### src/rtl/seg7_scan_ctrl_pkg.sv
// Shared definitions for the 7-segment scan controller: segment codes,
// segment bit positions, bank geometry, handshake states and a helper used
// by the leading-zero blanking option.
package seg7_scan_ctrl_pkg;

  localparam int unsigned DIGITS_PER_BANK = 4;

  // Segment bit positions within a {DP,G,F,E,D,C,B,A} byte
  localparam int unsigned SEG_CODE_W = 7;
  localparam int unsigned SEG_DP     = 7;

  // Active-high {G,F,E,D,C,B,A} codes for hex digits
  localparam logic [6:0] SEG_0 = 7'h3F;
  localparam logic [6:0] SEG_1 = 7'h06;
  localparam logic [6:0] SEG_2 = 7'h5B;
  localparam logic [6:0] SEG_3 = 7'h4F;
  localparam logic [6:0] SEG_4 = 7'h66;
  localparam logic [6:0] SEG_5 = 7'h6D;
  localparam logic [6:0] SEG_6 = 7'h7D;
  localparam logic [6:0] SEG_7 = 7'h07;
  localparam logic [6:0] SEG_8 = 7'h7F;
  localparam logic [6:0] SEG_9 = 7'h6F;
  localparam logic [6:0] SEG_A = 7'h77;
  localparam logic [6:0] SEG_B = 7'h7C;
  localparam logic [6:0] SEG_C = 7'h39;
  localparam logic [6:0] SEG_D = 7'h5E;
  localparam logic [6:0] SEG_E = 7'h79;
  localparam logic [6:0] SEG_F = 7'h71;

  // Pending-buffer occupancy
  typedef enum logic {StEmpty, StFull} pend_state_e;

  // Index of the most significant nonzero nibble of a bank; 0 when all zero
  function automatic logic [1:0] msd_index(logic [15:0] half);
    logic [1:0] r;
    r = 2'd0;
    for (int d = 0; d < 4; d++) begin
      if (half[4*d +: 4] != 4'h0) r = 2'(d);
    end
    return r;
  endfunction

endpackage

### src/rtl/hex_to_seg7.sv
// Combinational hex nibble to 7-segment code decoder.
module hex_to_seg7
  import seg7_scan_ctrl_pkg::*;
(
  input  logic [3:0]            nibble_i,
  output logic [SEG_CODE_W-1:0] code_o
);

  // Full 16-entry lookup
  always_comb begin
    code_o = SEG_0;
    unique case (nibble_i)
      4'h0: code_o = SEG_0;
      4'h1: code_o = SEG_1;
      4'h2: code_o = SEG_2;
      4'h3: code_o = SEG_3;
      4'h4: code_o = SEG_4;
      4'h5: code_o = SEG_5;
      4'h6: code_o = SEG_6;
      4'h7: code_o = SEG_7;
      4'h8: code_o = SEG_8;
      4'h9: code_o = SEG_9;
      4'hA: code_o = SEG_A;
      4'hB: code_o = SEG_B;
      4'hC: code_o = SEG_C;
      4'hD: code_o = SEG_D;
      4'hE: code_o = SEG_E;
      4'hF: code_o = SEG_F;
    endcase
  end

endmodule

### src/rtl/seg7_scan_ctrl.sv
// Scan scheduler for two 4-digit multiplexed 7-segment banks.
// A value accepted over valid/ready waits in a pending buffer and is copied
// into the displayed shadow only at a frame boundary, so a frame never tears.
// Optional build macro: SEG7_ZERO_BLANK_EN (blank leading zero digits per bank).
module seg7_scan_ctrl
  import seg7_scan_ctrl_pkg::*;
#(
  parameter int unsigned SCAN_DIV  = 100000,
  parameter int unsigned BLANK_CYC = 16
) (
  input  logic        clk,
  input  logic        rst_n,
  input  logic [31:0] num_i,
  input  logic        num_valid_i,
  output logic        num_ready_o,
  input  logic [7:0]  dp_i,
  input  logic        en_i,
  output logic [7:0]  seg0_o,
  output logic [3:0]  an0_o,
  output logic [7:0]  seg1_o,
  output logic [3:0]  an1_o
);

  localparam int unsigned PW = (SCAN_DIV > 1) ? $clog2(SCAN_DIV) : 1;
  localparam logic [PW-1:0] PRE_LAST  = PW'(SCAN_DIV - 1);
  localparam logic [PW-1:0] PRE_BLANK = PW'(BLANK_CYC);
  localparam logic [1:0]    IDX_LAST  = 2'(DIGITS_PER_BANK - 1);

  logic [PW-1:0] prescaler_q, prescaler_d;
  logic [1:0]    idx_q, idx_d;
  logic          tick, frame_end, xfer, commit;
  pend_state_e   state_q, state_d;
  logic [31:0]   pend_q, shadow_q;
  logic [7:0]    pend_dp_q, dp_shadow_q;
  logic [7:0]    seg0_q, seg0_d, seg1_q, seg1_d;
  logic [3:0]    an0_q, an0_d, an1_q, an1_d;
  logic [3:0]    nib0, nib1;
  logic [6:0]    code0, code1;
  logic          lit0, lit1;

  // Slot timing: prescaler wraps every SCAN_DIV cycles, idx advances per slot
  always_comb begin
    tick        = (prescaler_q == PRE_LAST);
    frame_end   = tick && (idx_q == IDX_LAST);
    prescaler_d = tick ? '0 : prescaler_q + 1'b1;
    idx_d       = tick ? idx_q + 2'd1 : idx_q;
  end

  // Scan counters
  always_ff @(posedge clk or negedge rst_n) begin
    if (!rst_n) begin
      prescaler_q <= '0;
      idx_q       <= '0;
    end else begin
      prescaler_q <= prescaler_d;
      idx_q       <= idx_d;
    end
  end

  // Pending-buffer state register
  always_ff @(posedge clk or negedge rst_n) begin
    if (!rst_n) state_q <= StEmpty;
    else        state_q <= state_d;
  end

  // Pending-buffer next state: fill on transfer, drain on frame boundary
  always_comb begin
    state_d = state_q;
    unique case (state_q)
      StEmpty: if (xfer) state_d = StFull;
      StFull:  if (frame_end) state_d = StEmpty;
    endcase
  end

  // Handshake outputs; a value captured on a boundary waits for the next one
  always_comb begin
    num_ready_o = (state_q == StEmpty);
    xfer        = num_valid_i && num_ready_o;
    commit      = (state_q == StFull) && frame_end;
  end

  // Pending and shadow data registers
  always_ff @(posedge clk or negedge rst_n) begin
    if (!rst_n) begin
      pend_q      <= '0;
      pend_dp_q   <= '0;
      shadow_q    <= '0;
      dp_shadow_q <= '0;
    end else begin
      if (xfer) begin
        pend_q    <= num_i;
        pend_dp_q <= dp_i;
      end
      if (commit) begin
        shadow_q    <= pend_q;
        dp_shadow_q <= pend_dp_q;
      end
    end
  end

  assign nib0 = shadow_q[{idx_q, 2'b00} +: 4];
  assign nib1 = shadow_q[{1'b1, idx_q, 2'b00} +: 4];

  hex_to_seg7 u_dec0 (
    .nibble_i (nib0),
    .code_o   (code0)
  );

  hex_to_seg7 u_dec1 (
    .nibble_i (nib1),
    .code_o   (code1)
  );

`ifdef SEG7_ZERO_BLANK_EN
  // Digit lit if at or below the top nonzero nibble, or its DP is set
  always_comb begin
    lit0 = (idx_q <= msd_index(shadow_q[15:0]))  || dp_shadow_q[{1'b0, idx_q}];
    lit1 = (idx_q <= msd_index(shadow_q[31:16])) || dp_shadow_q[{1'b1, idx_q}];
  end
`else
  assign lit0 = 1'b1;
  assign lit1 = 1'b1;
`endif

  // Next display outputs: blank gap holds segments, disable clears everything
  always_comb begin
    seg0_d = seg0_q;
    seg1_d = seg1_q;
    an0_d  = '0;
    an1_d  = '0;
    if (!en_i) begin
      seg0_d = '0;
      seg1_d = '0;
    end else if (prescaler_q >= PRE_BLANK) begin
      seg0_d = {dp_shadow_q[{1'b0, idx_q}], code0};
      seg1_d = {dp_shadow_q[{1'b1, idx_q}], code1};
      an0_d  = lit0 ? (4'b0001 << idx_q) : 4'b0000;
      an1_d  = lit1 ? (4'b0001 << idx_q) : 4'b0000;
    end
  end

  // Output registers
  always_ff @(posedge clk or negedge rst_n) begin
    if (!rst_n) begin
      seg0_q <= '0;
      seg1_q <= '0;
      an0_q  <= '0;
      an1_q  <= '0;
    end else begin
      seg0_q <= seg0_d;
      seg1_q <= seg1_d;
      an0_q  <= an0_d;
      an1_q  <= an1_d;
    end
  end

  assign seg0_o = seg0_q;
  assign seg1_o = seg1_q;
  assign an0_o  = an0_q;
  assign an1_o  = an1_q;

endmodule

### config.mk
export PLATFORM = sky130hd
export DESIGN_NAME = seg7_scan_ctrl
export DESIGN_NICKNAME = d
export VERILOG_FILES = /design/src/rtl/seg7_scan_ctrl_pkg.sv /design/src/rtl/hex_to_seg7.sv /design/src/rtl/seg7_scan_ctrl.sv
export SDC_FILE = /design/constraint.sdc
export NUM_CORES = 1
export LEC_CHECK = 0
export ABC_AREA = 1
export BUFFER_PORTS_ARGS = -buffer_cell sky130_fd_sc_hd__buf_2
export CORE_MARGIN = 2
export CORE_UTILIZATION = 59
export DETAILED_ROUTE_END_ITERATION = 10
export GPL_TIMING_DRIVEN = 0
export PLACE_DENSITY = 0.8
export SYNTH_ARGS = -nofsm -noshare
export SYNTH_HDL_FRONTEND = slang
export SYNTH_SLANG_ARGS = --single-unit
### constraint.sdc
create_clock -name clk -period 2.1 [get_ports clk]
set_input_delay 0.42 -clock clk [delete_from_list [all_inputs] [get_ports clk]]
set_output_delay 0.42 -clock clk [all_outputs]
set_load 0.01 [all_outputs]
== Yosys cells after proc, flatten, opt, wreduce, memory -nomap -nowiden ==
Memories as Yosys holds them, arrays and structs flattened.
Index checks and enable logic that the tools add are counted.

* Register bits: 120
* Memory bits (read-only): 224
* Input bits: 44
* Memories kept: 2

* Add/subtract/negate cells: 2
* Order comparisons: 3
* Eq/ne operators: 3
* Shift operators: 3
* Muxes and demuxes: 14
* Bitwise gates (word level): 1
* Reduce and logical (&&, ||, !) cells: 3

{| class="wikitable"
|+ Memory list
! memory !! words !! bits a word !! rd ports !! clocked after memory_dff !! wr ports !! RTL line !! source
|-
| (name not given) || 16 || 7 || 1 || 0 || 0 || hex_to_seg7.sv:12 || <nowiki>unique case (nibble_i)</nowiki>
|-
| (name not given) || 16 || 7 || 1 || 0 || 0 || hex_to_seg7.sv:12 ||
|}

{| class="wikitable"
|+ Operators with widths
! cell !! number
|-
| 8-bit 2-to-1 mux || 4
|-
| 32-bit by 5-bit variable part select with 4-bit output || 1
|-
| 32-bit by 6-bit variable part select with 4-bit output || 1
|-
| 17-bit by 1-bit adder with 17-bit output (second input constant) || 1
|-
| 17-bit equality test (second input constant) || 1
|-
| 17-bit by 5-bit >= comparator with 1-bit output (second input constant) || 1
|-
| 17-bit 2-to-1 mux || 1
|-
| 4-bit 2-to-1 mux || 2
|-
| 1-bit binary-select mux with 2-bit select || 2
|-
| 2-bit by 4-bit < comparator with 1-bit output (second input constant) || 1
|-
| 3-bit by 4-bit < comparator with 1-bit output (second input constant) || 1
|-
| 1-bit 2-to-1 mux || 4
|-
| 1-bit by 2-bit << shifter with 4-bit output (first input constant) || 1
|-
| 1-bit logical AND || 3
|-
| 2-bit by 1-bit adder with 2-bit output (second input constant) || 1
|-
| 2-bit equality test (second input constant) || 1
|-
| 2-bit by 1-bit inequality test with 1-bit output (second input constant) || 1
|-
| 1-bit one-hot mux with 2 select lines || 1
|-
| 1-bit inverter || 1
|}

== Logic depth before layout (Yosys ltp) ==
Gate-level depths: netlist (run 1).

* Word-level depth: 4
* Mapped depth: 15
* Gate-level depth less buffers: 14

== Modules after synthesis ==
Synthesis (run 1) repeated with hierarchy kept, for this count alone.

* Cells, all modules: 672
* Area, all modules: 6115.9 um^2

{| class="wikitable"
|+ By module, submodules not included
! module !! instances !! cells each !! area each (um^2) !! seq. area each (um^2)
|-
| seg7_scan_ctrl || 1 || 567 || 5537.8 || 3002.9
|-
| hex_to_seg7 at u_dec0 || 1 || 53 || 307.8 || 0.0
|-
| hex_to_seg7 at u_dec1 || 1 || 52 || 270.3 || 0.0
|}

== Worst setup path after synthesis (run 1) ==
OpenSTA, ideal clock, no wires.

* Path kind: flip-flop to flip-flop
* Start: reg idx_q[0]
* End: reg seg0_q[1], in the netlist seg0_o[1]
* Setup time: 0.116 ns
* Arrival time: 1.589 ns
* Data required time: 1.984 ns
* Slack: 0.394 ns
* Cell stages (with the launch flop): 14
* Path buffers: 1
* Period minus slack after synthesis: 1.706 ns
* Path through: dfrtp_1 inv_2 buf_2 nand2_1 nand2_1 nand2_1 nand2_1 inv_1 ha_1 nand3_1 nor2_1 nor2_1 nand2_1 nand2_1

* Word-level cells in the longest chain between the ends: 4

{| class="wikitable"
|+ Ends and longest elaborated chain
! element !! RTL line !! source
|-
| start: declaration || seg7_scan_ctrl.sv:30 || <nowiki>logic [1:0] idx_q, idx_d;</nowiki>
|-
| start signal: assignment || seg7_scan_ctrl.sv:56 || <nowiki>idx_q <= idx_d;</nowiki>
|-
| 32-bit by 5-bit variable part select with 4-bit output || seg7_scan_ctrl.sv:101 || <nowiki>assign nib0 = shadow_q[{idx_q, 2'b00} +: 4];</nowiki>
|-
| memory read 16 x 7 bit || -- ||
|-
| 8-bit 2-to-1 mux || seg7_scan_ctrl.sv:134 || <nowiki>end else if (prescaler_q >= PRE_BLANK) begin</nowiki>
|-
| 8-bit 2-to-1 mux || seg7_scan_ctrl.sv:131 || <nowiki>if (!en_i) begin</nowiki>
|-
| end signal: assignment || seg7_scan_ctrl.sv:150 || <nowiki>seg0_q <= seg0_d;</nowiki>
|-
| end: declaration || seg7_scan_ctrl.sv:35 || <nowiki>logic [7:0] seg0_q, seg0_d, seg1_q, seg1_d;</nowiki>
|}

No other way between the ends. The select of a mux whose other input is x is not followed.
A chain may end at the register's enable or synchronous reset.

== Final worst setup path (run 1) ==
* Start: reg idx_q[0]
* End: reg seg1_q[1], in the netlist seg1_o[1]

* Word-level cells in the longest chain between the ends: 4

{| class="wikitable"
|+ Ends and longest elaborated chain
! element !! RTL line !! source
|-
| 32-bit by 6-bit variable part select with 4-bit output || seg7_scan_ctrl.sv:102 || <nowiki>assign nib1 = shadow_q[{1'b1, idx_q, 2'b00} +: 4];</nowiki>
|-
| memory read 16 x 7 bit || -- ||
|-
| 8-bit 2-to-1 mux || seg7_scan_ctrl.sv:134 ||
|-
| 8-bit 2-to-1 mux || seg7_scan_ctrl.sv:131 ||
|-
| end signal: assignment || seg7_scan_ctrl.sv:151 || <nowiki>seg1_q <= seg1_d;</nowiki>
|-
| end: declaration || seg7_scan_ctrl.sv:35 ||
|}

No other way between the ends. The select of a mux whose other input is x is not followed.

==> reports/qor.csv, run 1 <==
metric,value,unit
ys_async_sr_fraction,100,%
fin_skew,0.00893,ns
ir_drop,656,uV
whs,0.108,ns
post-place-ws,0.00377,ns
nets,856,
fp.dieH,105,um
cts.sinks,120,
setup_slack,0.185,ns
synth_edf_count,0,
max_freq,522,MHz
yosysWarnings,0,
path_max_fanout,10,
setup-violations-final,0,
drc,0,
fin_area,7360,um2
dr.pass1.iters,4,
netSwitchingFraction,20.1,%
critPathLaunchType,flop,
yosysUniqueCellTypes,29,
grt_pass1_vias,4862,
clk_latency,0.53,ns
cts_buffers,17,
grt_pass1_wl,22.3,mm
row_count,37,
antenna_found_initial,0,
p_int,0.00497,W
cts_tree,yes,
period_share,91.2,%
synth_nets,767,
gr-total-overflow,0,
critPathKind,flop to flop,
rsz0062_at_grt,false,
vias,4912,
status,finished clean,
cellLeakagePower,3.86,nW
seqPwrFrac,39.3,%
drive_gt1_share,27.4,%
start_util,59.8,%
htreeDepth,4,
antenna_cells,0,
power.share.clock,56.3,%
ys.flop_type,dfrtp_1,
power_density,845,nW/um2
max-slew-margin-rel,59.6,%
postSynthAreaPerCell,8.60,um2
period_minus_slack,1.91,ns
synthesis.area,6060,um2
arrival,2.32,ns
grt_use_total,25.6,%
place_area,6610,um2
root_buffer,clkbuf_8,
wl_per_cell,13.8,um
ios,69,
clock_path_buffers,2,
die_w,105,um
first_iter_violations,296,
dieArea,11100,um2
clk_pin_slew,0.06,ns
hpwl,8.90,mm
placement.io_buffers,68,
power,0.00623,W
maxSlewViolCount,0,
hold_class,input port to flop,
grt_start_max_net_pins,99,
routed_wl,13.0,mm
synth_cells,705,
cts_setup_buffers,0,
synth-seq-area-share,49.5,%
worst_pin_slew,0.601,ns
vias_per_cell,5.21,
maxCapViolations,0,
cp.required,2.51,ns
syn_to_final_growth,21.4,%
power.switching,0.00125,W
utilization,72.6,%
endpoint_kind,flop,
gp_congestion,0.839,
ys_ff_latch,120,
hold_viol,0,
ant_nets,0,
coreArea,10100,um2
combPwrFrac,4.4,%
## sequential cells by signal (all words and copies together), names as in the netlist
| signal | cells |
|---|---|
| shadow_q | 32 |
| seg1_o | 8 |
| state_q | 1 |
| dp_shadow_q | 8 |
| seg0_o | 8 |
| prescaler_q | 17 |
| pend_q | 32 |
| idx_q | 2 |
| an1_o | 4 |
| pend_dp_q | 8 |
## timing repair
item                                    in CTS  in global routing
gates resized for setup                      1                 12
hold buffers                                 1                  0
endpoints found under the hold margin       22                  0
endpoints found under the setup margin       1                 10
## cell usage in the layout, fill, tap and decap left out, types with 8 or more instances in the layout
cell type    n
xor2_1       8
buf_6       11
clkbuf_1     8
buf_2       68
nand3_1     53
buf_4        8
o21ai_2     41
dfrtp_1    119
clkbuf_16   16
nor2_1      79
o21ai_0      9
nand2_2     39
ha_1        18
nand2_1    138
inv_1       91
bufinv_16    8
a21oi_1     41
## metrics by stage
| step | TNS [ns] | std cells |
|---|---|---|
| after floorplan | 0 | 705 |
| after global placement | -92.28 | 909 |
| after detailed placement | 0 | 910 |
| after CTS | 0 | 943 |
| after global routing | 0 | 943 |
| final | 0 | 943 |
## final timing paths
path                              from         endpoint  slack (ns)  depth (start not counted)
max in group asynchronous        rst_n         idx_q[0]        1.06                          3
min in group asynchronous        rst_n  prescaler_q[16]        0.30                          2
hold reg to reg              seg1_o[4]        seg1_o[4]        0.47                          2
setup / recovery              idx_q[0]        seg1_o[1]        0.19                         13
hold / removal             num_valid_i          state_q        0.11                          3
setup reg to reg              idx_q[0]        seg1_o[1]        0.19                         13
## power groups by stage
stage	combinational (W)	clock (W)	sequential, W
2_1_floorplan	0.000126	0	0.00249
3_3_place_gp	0.000255	0	0.00248
3_5_place_dp	0.000275	0	0.00248
4_1_cts	0.000279	0.00354	0.00245
5_1_grt	0.000312	0.00364	0.00245
6_report	0.000273	0.00351	0.00244
## critical path: stages (launching register included)
cell and delay [ns]:
dfrtp_2 0.43, inv_2 0.10, buf_6 0.15, nand2_1 0.06, nand2_1 0.06, nand2_1 0.08, nand2_4 0.12, inv_1 0.09
ha_1 0.29, nand3_1 0.11, nor2_1 0.11, nor2_1 0.05, nand2_1 0.09, nand2_1 0.06
## cell families (layout without fill, tap and decap cells)
| logic type | Yosys count | count (layout) | synth area share, % |
|---|---|---|---|
| AO/OA/AOI/OAI | 94 | 94 | 10.4 |
| XOR/XNOR | 10 | 10 | 1.44 |
| adder cells (fa/ha/maj) | 18 | 18 | 3.71 |
| buffers and inverters | 128 | 230 | 9.59 |
| flip-flops | 120 | 120 | 49.5 |
| AND/OR/NAND/NOR | 335 | 335 | 25.3 |
## area by class of cell
type	count	area [um2]
Clock buffer	19	442
Sequential cell	120	3000
Timing Repair Buffer	70	384
Fill cell	720	2770
Multi-Input combinational cell	457	2490
Inverter	98	368
Tap cell	136	170
Buffer	30	230
Clock inverter	13	272
## Yosys cell counts, types with 8 or more instances
| cell | number | area [um2] |
|---|---|---|
| clkbuf_1 | 8 | 30.0 |
| a21oi_1 | 41 | 205 |
| nand3_1 | 53 | 265 |
| xor2_1 | 8 | 70.1 |
| buf_6 | 9 | 101 |
| inv_1 | 91 | 342 |
| nor2_1 | 79 | 297 |
| o21ai_2 | 41 | 359 |
| nand2_2 | 36 | 225 |
| ha_1 | 18 | 225 |
| dfrtp_1 | 120 | 3000 |
| nand2_1 | 142 | 533 |
| o21ai_0 | 9 | 45.0 |
## layer usage
metal | GRT usage, % | vias up | share of wire, %
met1 | 31.5 | 2372 | 43
li1 | - | 2381 | -
met4 | 13.3 | 0 | 2.6
met5 | 0 | - | 0
met3 | 5.57 | 31 | 4.2
met2 | 42.3 | 128 | 50
Power figures use the tool's default switching activity.
==> run 2, diff against run 1 <==
--- a/config.mk
+++ b/config.mk
@@ -5,13 +5,14 @@
 export SDC_FILE = /design/constraint.sdc
 export NUM_CORES = 1
 export LEC_CHECK = 0
-export ABC_AREA = 1
 export BUFFER_PORTS_ARGS = -buffer_cell sky130_fd_sc_hd__buf_2
+export CELL_PAD_IN_SITES_DETAIL_PLACEMENT = 0
+export CELL_PAD_IN_SITES_GLOBAL_PLACEMENT = 1
 export CORE_MARGIN = 2
-export CORE_UTILIZATION = 59
+export CORE_UTILIZATION = 47
 export DETAILED_ROUTE_END_ITERATION = 10
 export GPL_TIMING_DRIVEN = 0
-export PLACE_DENSITY = 0.8
+export PLACE_DENSITY_LB_ADDON = 0.1
 export SYNTH_ARGS = -nofsm -noshare
 export SYNTH_HDL_FRONTEND = slang
 export SYNTH_SLANG_ARGS = --single-unit
==> run 2 against run 1 <==
Effect of this change:
- clock power is 22% lower
- largest power group unchanged
- routed wire length fell by 17%
- sequential power about the same
==> reports/qor.csv, run 2 <==
metric,value,unit
post-synth-top-count-cell,dfrtp_1,
fin_skew,0.00708,ns
r2r_slack,0.06,ns
dr.pass1.iters,4,
synth_nets,463,
vias_per_cell,5.22,
postSynthAreaPerCell,13.6,um2
max_freq,490,MHz
start_util,48.0,%
period_share,97.1,%
status,finished clean,
synth_top_cell_area_share,55.1,%
maxCapViolations,0,
coreArea,11400,um2
htreeDepth,4,
cts.sinks,120,
reg2reg_depth,7,
clk_pin_slew,0.05,ns
antenna_found_initial,0,
synthesis.area,5450,um2
yosysWarnings,0,
crit_buf_inv,2,
gr-total-overflow,0,
p_int,0.00434,W
rsz0062_at_grt,true,
placement.io_buffers,68,
tns,0,ns
vias,3425,
path_max_fanout,10,
hold_viol,0,
place_area,6010,um2
critPathKind,flop to flop,
routed_wl,10.8,mm
fp.dieH,112,um
power.switching,0.00108,W
worst_pin_slew,0.677,ns
hold_class,input port to flop,
cp_slowest_cell,mux4_2,
wl_per_cell,16.4,um
power,0.00543,W
arrival,2.33,ns
ys_async_sr_fraction,100,%
first_iter_violations,133,
min_to,pend_q[12],
grt_pass1_wl,17.8,mm
post-place-ws,-0.231,ns
yosysUniqueCellTypes,41,
ys.flop_type,dfrtp_1,
combPwrFrac,4.0,%
grt_pass1_vias,3449,
layout_common_cells,"dfrtp_1 (117), mux2_2 (76), buf_2 (71)",
gp_congestion,0.815,
cpPeakStageDelay,0.59,ns
cp.required,2.39,ns
row_count,39,
synth_cells,401,
synth-seq-area-share,55.1,%
placed_cells_incl_taps,613,
cp_top_family,multiplexers,
final_common_cell,dfrtp_1,
max-slew-margin-rel,54.2,%
seqPwrFrac,45.6,%
grt_start_max_net_pins,84,
ios,69,
synth_edf_count,0,
dieArea,12500,um2
stdcell_count,656,
power.share.clock,50.4,%
crit_chain,"buf_12, mux4_2, buf_4, ha_1, nor2_1, o21ai_1, a32o_1",
min_path_cells,2,
cts_tree,yes,
ant_nets,0,
ys_ff_latch,120,
drive_gt1_share,44.8,%
nets,566,
hold_start,num_i[12],
grt_use_total,18.6,%
power_density,805,nW/um2
die_w,112,um
netSwitchingFraction,20.0,%
clock_path_buffers,2,
top_regs,"pend_q: 32 flops, shadow_q: 32 flops, prescaler_q: 17 flops",
ir_drop,539,uV
ys_top_cells_by_count,"dfrtp_1 (120), mux2_2 (76), nand2_1 (19)",
cts_buffers,17,
synth_area_leader_cell,dfrtp_1,
critPathLaunchType,flop,
maxSlewViolCount,0,
r2r_end,seg1_o[4],
antenna_cells,0,
hpwl,7.43,mm
setup-violations-final,0,
drc,0,
root_buffer,clkbuf_16,
setup_slack,0.0612,ns
cellLeakagePower,3.22,nW
period_minus_slack,2.04,ns
r2r-start,idx_q[0],
endpoint_kind,flop,
synth_area_leaders,"dfrtp_1 (55%), mux2_2 (16%), ha_1 (4.1%)",
syn_to_final_growth,23.6,%
clk_latency,0.41,ns
fin_area,6740,um2
==> run 2: cell types whose count changed after synthesis, sizes merged, moves of 32 or more <==
cell   previous run  this run
o21ai            50         8
mux2              0        84
nand2           178        19
inv              98        15
nor2             86        16
a21oi            41         9
nand3            54         6
==> run 2: worst max-delay path by stage <==
stage,startpoint,end,slack (ns),depth (start not counted)
after floorplan,idx_q[0],seg1_o[4],0.05,8
after global placement,rst_n,pend_q[5],-0.88,1
after detailed placement,idx_q[0],seg0_o[3],-0.23,8
after CTS,idx_q[0],seg1_o[4],0.001,8
after global routing,idx_q[0],seg0_o[3],-0.04,6
final,idx_q[0],seg1_o[4],0.06,7
==> run 2: power by group through the flow <==
stage | clock network [W] | logic, W | registers, W
2_1_floorplan | 0 | 0.0000958 | 0.00250
3_3_place_gp | 0 | 0.000207 | 0.00251
3_5_place_dp | 0 | 0.000224 | 0.00251
4_1_cts | 0.00280 | 0.000226 | 0.00247
5_1_grt | 0.00291 | 0.000247 | 0.00249
6_report | 0.00274 | 0.000218 | 0.00247
==> run 2: cell families after synthesis <==
kind of cell,synth area share [%]
DFF,55.1
muxes,22.8
and+or+nand+nor,7.60
buffers and inverters,3.58
AOI/OAI and AO/OA,4.61
adders and majority gates,4.13
xor gates and xnor gates,2.25
==> run 2: layout make-up <==
| cell class | count | area, um2 |
|---|---|---|
| fillers | 937 | 4630 |
| flip-flops and latches | 120 | 3010 |
| multi-input cells | 244 | 2280 |
| repair buffers | 84 | 493 |
| clock buffers | 24 | 482 |
| well taps | 143 | 179 |
| plain buffers | 22 | 171 |
| clock inverters | 4 | 70.1 |
| inverters | 15 | 56.3 |
==> run 2: per-layer routing <==
metal	vias to the layer above	track usage (%)	part of all wire (%)
met5	-	0	0
met4	0	7.74	1.4
met3	11	4.95	3.6
met2	60	28.3	47
met1	1720	25.4	48
li1	1634	-	-
==> run 2: timing repair <==
action                     CTS  global route
pin swaps                    1             3
setup endpoints to repair   52            57
buffers inserted             5             9
hold endpoints to repair    37             0
hold buffers                 1             0
resized for setup            6            25
==> run 2: metrics by stage <==
step / hold slack (ns) / util (%)
CTS: 0.224 / 58.2
finish: 0.243 / 59.3
global route: 0.231 / 59.3
detailed placement: 0.346 / 52.8
global placement: 0.464 / 52.5
floorplan: 0.124 / -
==> run 3, diff against run 2 <==
--- a/config.mk
+++ b/config.mk
@@ -5,6 +5,7 @@
 export SDC_FILE = /design/constraint.sdc
 export NUM_CORES = 1
 export LEC_CHECK = 0
+export ABC_CLOCK_PERIOD_IN_PS = 2100
 export BUFFER_PORTS_ARGS = -buffer_cell sky130_fd_sc_hd__buf_2
 export CELL_PAD_IN_SITES_DETAIL_PLACEMENT = 0
 export CELL_PAD_IN_SITES_GLOBAL_PLACEMENT = 1
@@ -13,6 +14,7 @@
 export DETAILED_ROUTE_END_ITERATION = 10
 export GPL_TIMING_DRIVEN = 0
 export PLACE_DENSITY_LB_ADDON = 0.1
+export SETUP_SLACK_MARGIN = 0.1
 export SYNTH_ARGS = -nofsm -noshare
 export SYNTH_HDL_FRONTEND = slang
 export SYNTH_SLANG_ARGS = --single-unit
==> run 3 against run 2 <==
Effect of this change:
- final cell count grew 2.6%
- worst hold slack lost 0.012 ns
- sequential power is essentially flat
- via count grew 1.9%
- register-to-register slack lost 0.05 ns
- non-clock buffer count grew 13
- routed wire length grew 4.9%
- sequential share of layout area shrank 3.4 points
- core utilization grew 4.8 points
- fmax shrank 2.6%
- die area is the same
- worst setup slack lost 0.055 ns
==> reports/qor.csv, run 3 (same netlist as run 2, synthesis figures left out) <==
metric,value,unit
vias_per_cell,5.18,
period_share,99.7,%
antenna_cells,0,
start_util,48.0,%
period_minus_slack,2.09,ns
cts_buffers,17,
vias,3489,
ant_nets,0,
crit_buf_inv,1,
grt_pass1_wl,18.2,mm
grt_use_total,19.1,%
max_freq,478,MHz
row_count,39,
cellLeakagePower,3.40,nW
maxCapViolations,0,
power_density,779,nW/um2
cpPeakStageDelay,0.62,ns
die_w,112,um
endpoint_kind,flop,
startpoint,idx_q[0],
cp.depth,6,
root_buffer,clkbuf_16,
status,finished clean,
clock_path_buffers,2,
path_max_fanout,8,
wl_per_cell,16.8,um
fin_skew,0.0111,ns
crit_path_end,seg0_o[3],
critPathLaunchType,flop,
utilization,64.1,%
ir_drop,993,uV
nets,579,
hpwl,7.37,mm
arrival,2.44,ns
r2r_slack,0.007,ns
top_regs,"pend_q: 32 flops, shadow_q: 32 flops, prescaler_q: 17 flops",
dr.pass1.iters,4,
layout_common_cells,"dfrtp_1 (117), buf_2 (69), mux2_2 (44)",
whs,0.231,ns
gp_congestion,0.814,
cts.sinks,120,
multi_input_comb_area,2550,um2
reg2reg_depth,6,
max-slew-margin-rel,56.6,%
drc,0,
hold_class,input port to flop,
antenna_found_initial,0,
r2r_end,seg0_o[3],
final_common_cell,dfrtp_1,
setup-violations-final,0,
critPathKind,flop to flop,
cts_tree,yes,
r2r-start,idx_q[0],
cp_top_family,multiplexers,
grt_pass1_vias,3470,
routed_wl,11.3,mm
cp_slowest_cell,mux4_2,
nFillCells,877,
hold_viol,0,
clk_pin_slew,0.06,ns
gr-total-overflow,0,
placement.io_buffers,68,
rsz0062_at_grt,true,
dieArea,12500,um2
first_iter_violations,132,
cp.required,2.45,ns
htreeDepth,4,
crit_chain,"buf_12, mux4_2, ha_2, mux2_2, mux2i_2, a22o_1",
grt_start_max_net_pins,88,
ios,69,
clk_latency,0.42,ns
drive_gt1_share,52.1,%
fp.dieH,112,um
coreArea,11400,um2
syn_to_final_growth,33.7,%
regArea,3010,um2
maxSlewViolCount,0,
worst_pin_slew,0.642,ns
run 3: changes by cell type in the layout (fill, tap and decap cells not counted), moves of 3 or more:
| cell | delta |
|---|---|
| inv_2 | -4 |
| ha_4 | +6 |
| a21oi_1 | -3 |
| mux2_2 | -32 |
| clkinv_4 | +3 |
| inv_4 | +6 |
| mux2_1 | -8 |
| mux2_4 | +40 |
| clkbuf_1 | -4 |
| buf_6 | +9 |
| ha_1 | -8 |
| buf_4 | +3 |
run 3: what timing repair did:
| item | 4_1_cts | 5_1_grt |
|---|---|---|
| gates cloned | 2 | 1 |
| setup buffers | 19 | 6 |
| hold buffers | 1 | 0 |
| endpoints found under the setup margin | 54 | 60 |
| resized for setup | 43 | 77 |
| hold endpoints to repair | 33 | 0 |
| pin swaps | 6 | 16 |
run 3: per-stage QoR:
| step | cells | TNS (ns) | setup WS (ns) | power (W) | cell area, um2 |
|---|---|---|---|---|---|
| 2_1_floorplan | 401 | 0 | 0.105 | 0.00259 | 5460 |
| 3_3_place_gp | 612 | -111.62 | -0.881 | 0.00272 | 5980 |
| 3_5_place_dp | 613 | -8.23 | -0.248 | 0.00274 | 6010 |
| 4_1_cts | 667 | 0 | 0.0000555 | 0.00572 | 7000 |
| 5_1_grt | 673 | -0.214 | -0.0448 | 0.00589 | 7290 |
| 6_report | 673 | 0 | 0.00667 | 0.00568 | 7290 |
run 3: power by group:
group | internal [W] | switching [W] | total (W)
Sequential | 0.00242 | 0.0000578 | 0.00248
Combinational | 0.000122 | 0.0000989 | 0.000221
Clock | 0.00196 | 0.00102 | 0.00298
run 3: worst min path at each step:
stage	startpoint	endpoint	slack (ns)	cells past startpoint
6_report	num_i[4]	pend_q[4]	0.23	2
5_1_grt	num_i[4]	pend_q[4]	0.21	2
4_1_cts	num_i[4]	pend_q[4]	0.22	2
3_5_place_dp	rst_n	seg1_o[4]	0.33	1
3_3_place_gp	shadow_q[16]	shadow_q[16]	0.46	1
2_1_floorplan	rst_n	an1_o[0]	0.12	0
run 3: final cells by class:
class	instances	share of cell area, %
buffer	22	2.63
clock buffer	21	6.45
clock inverter	11	2.01
inverter	15	0.978
multi-input combinational	244	35.0
sequential	120	41.2
tap	143	2.45
timing repair buffer	97	9.20
run 3: layer usage:
layer | wire length [um] | track usage [%] | vias up
met5 | 0 | 0 | -
met4 | 163 | 6.42 | 0
met3 | 480 | 6.10 | 16
met2 | 5100 | 28.2 | 70
met1 | 5550 | 27.1 | 1748
li1 | - | - | 1655
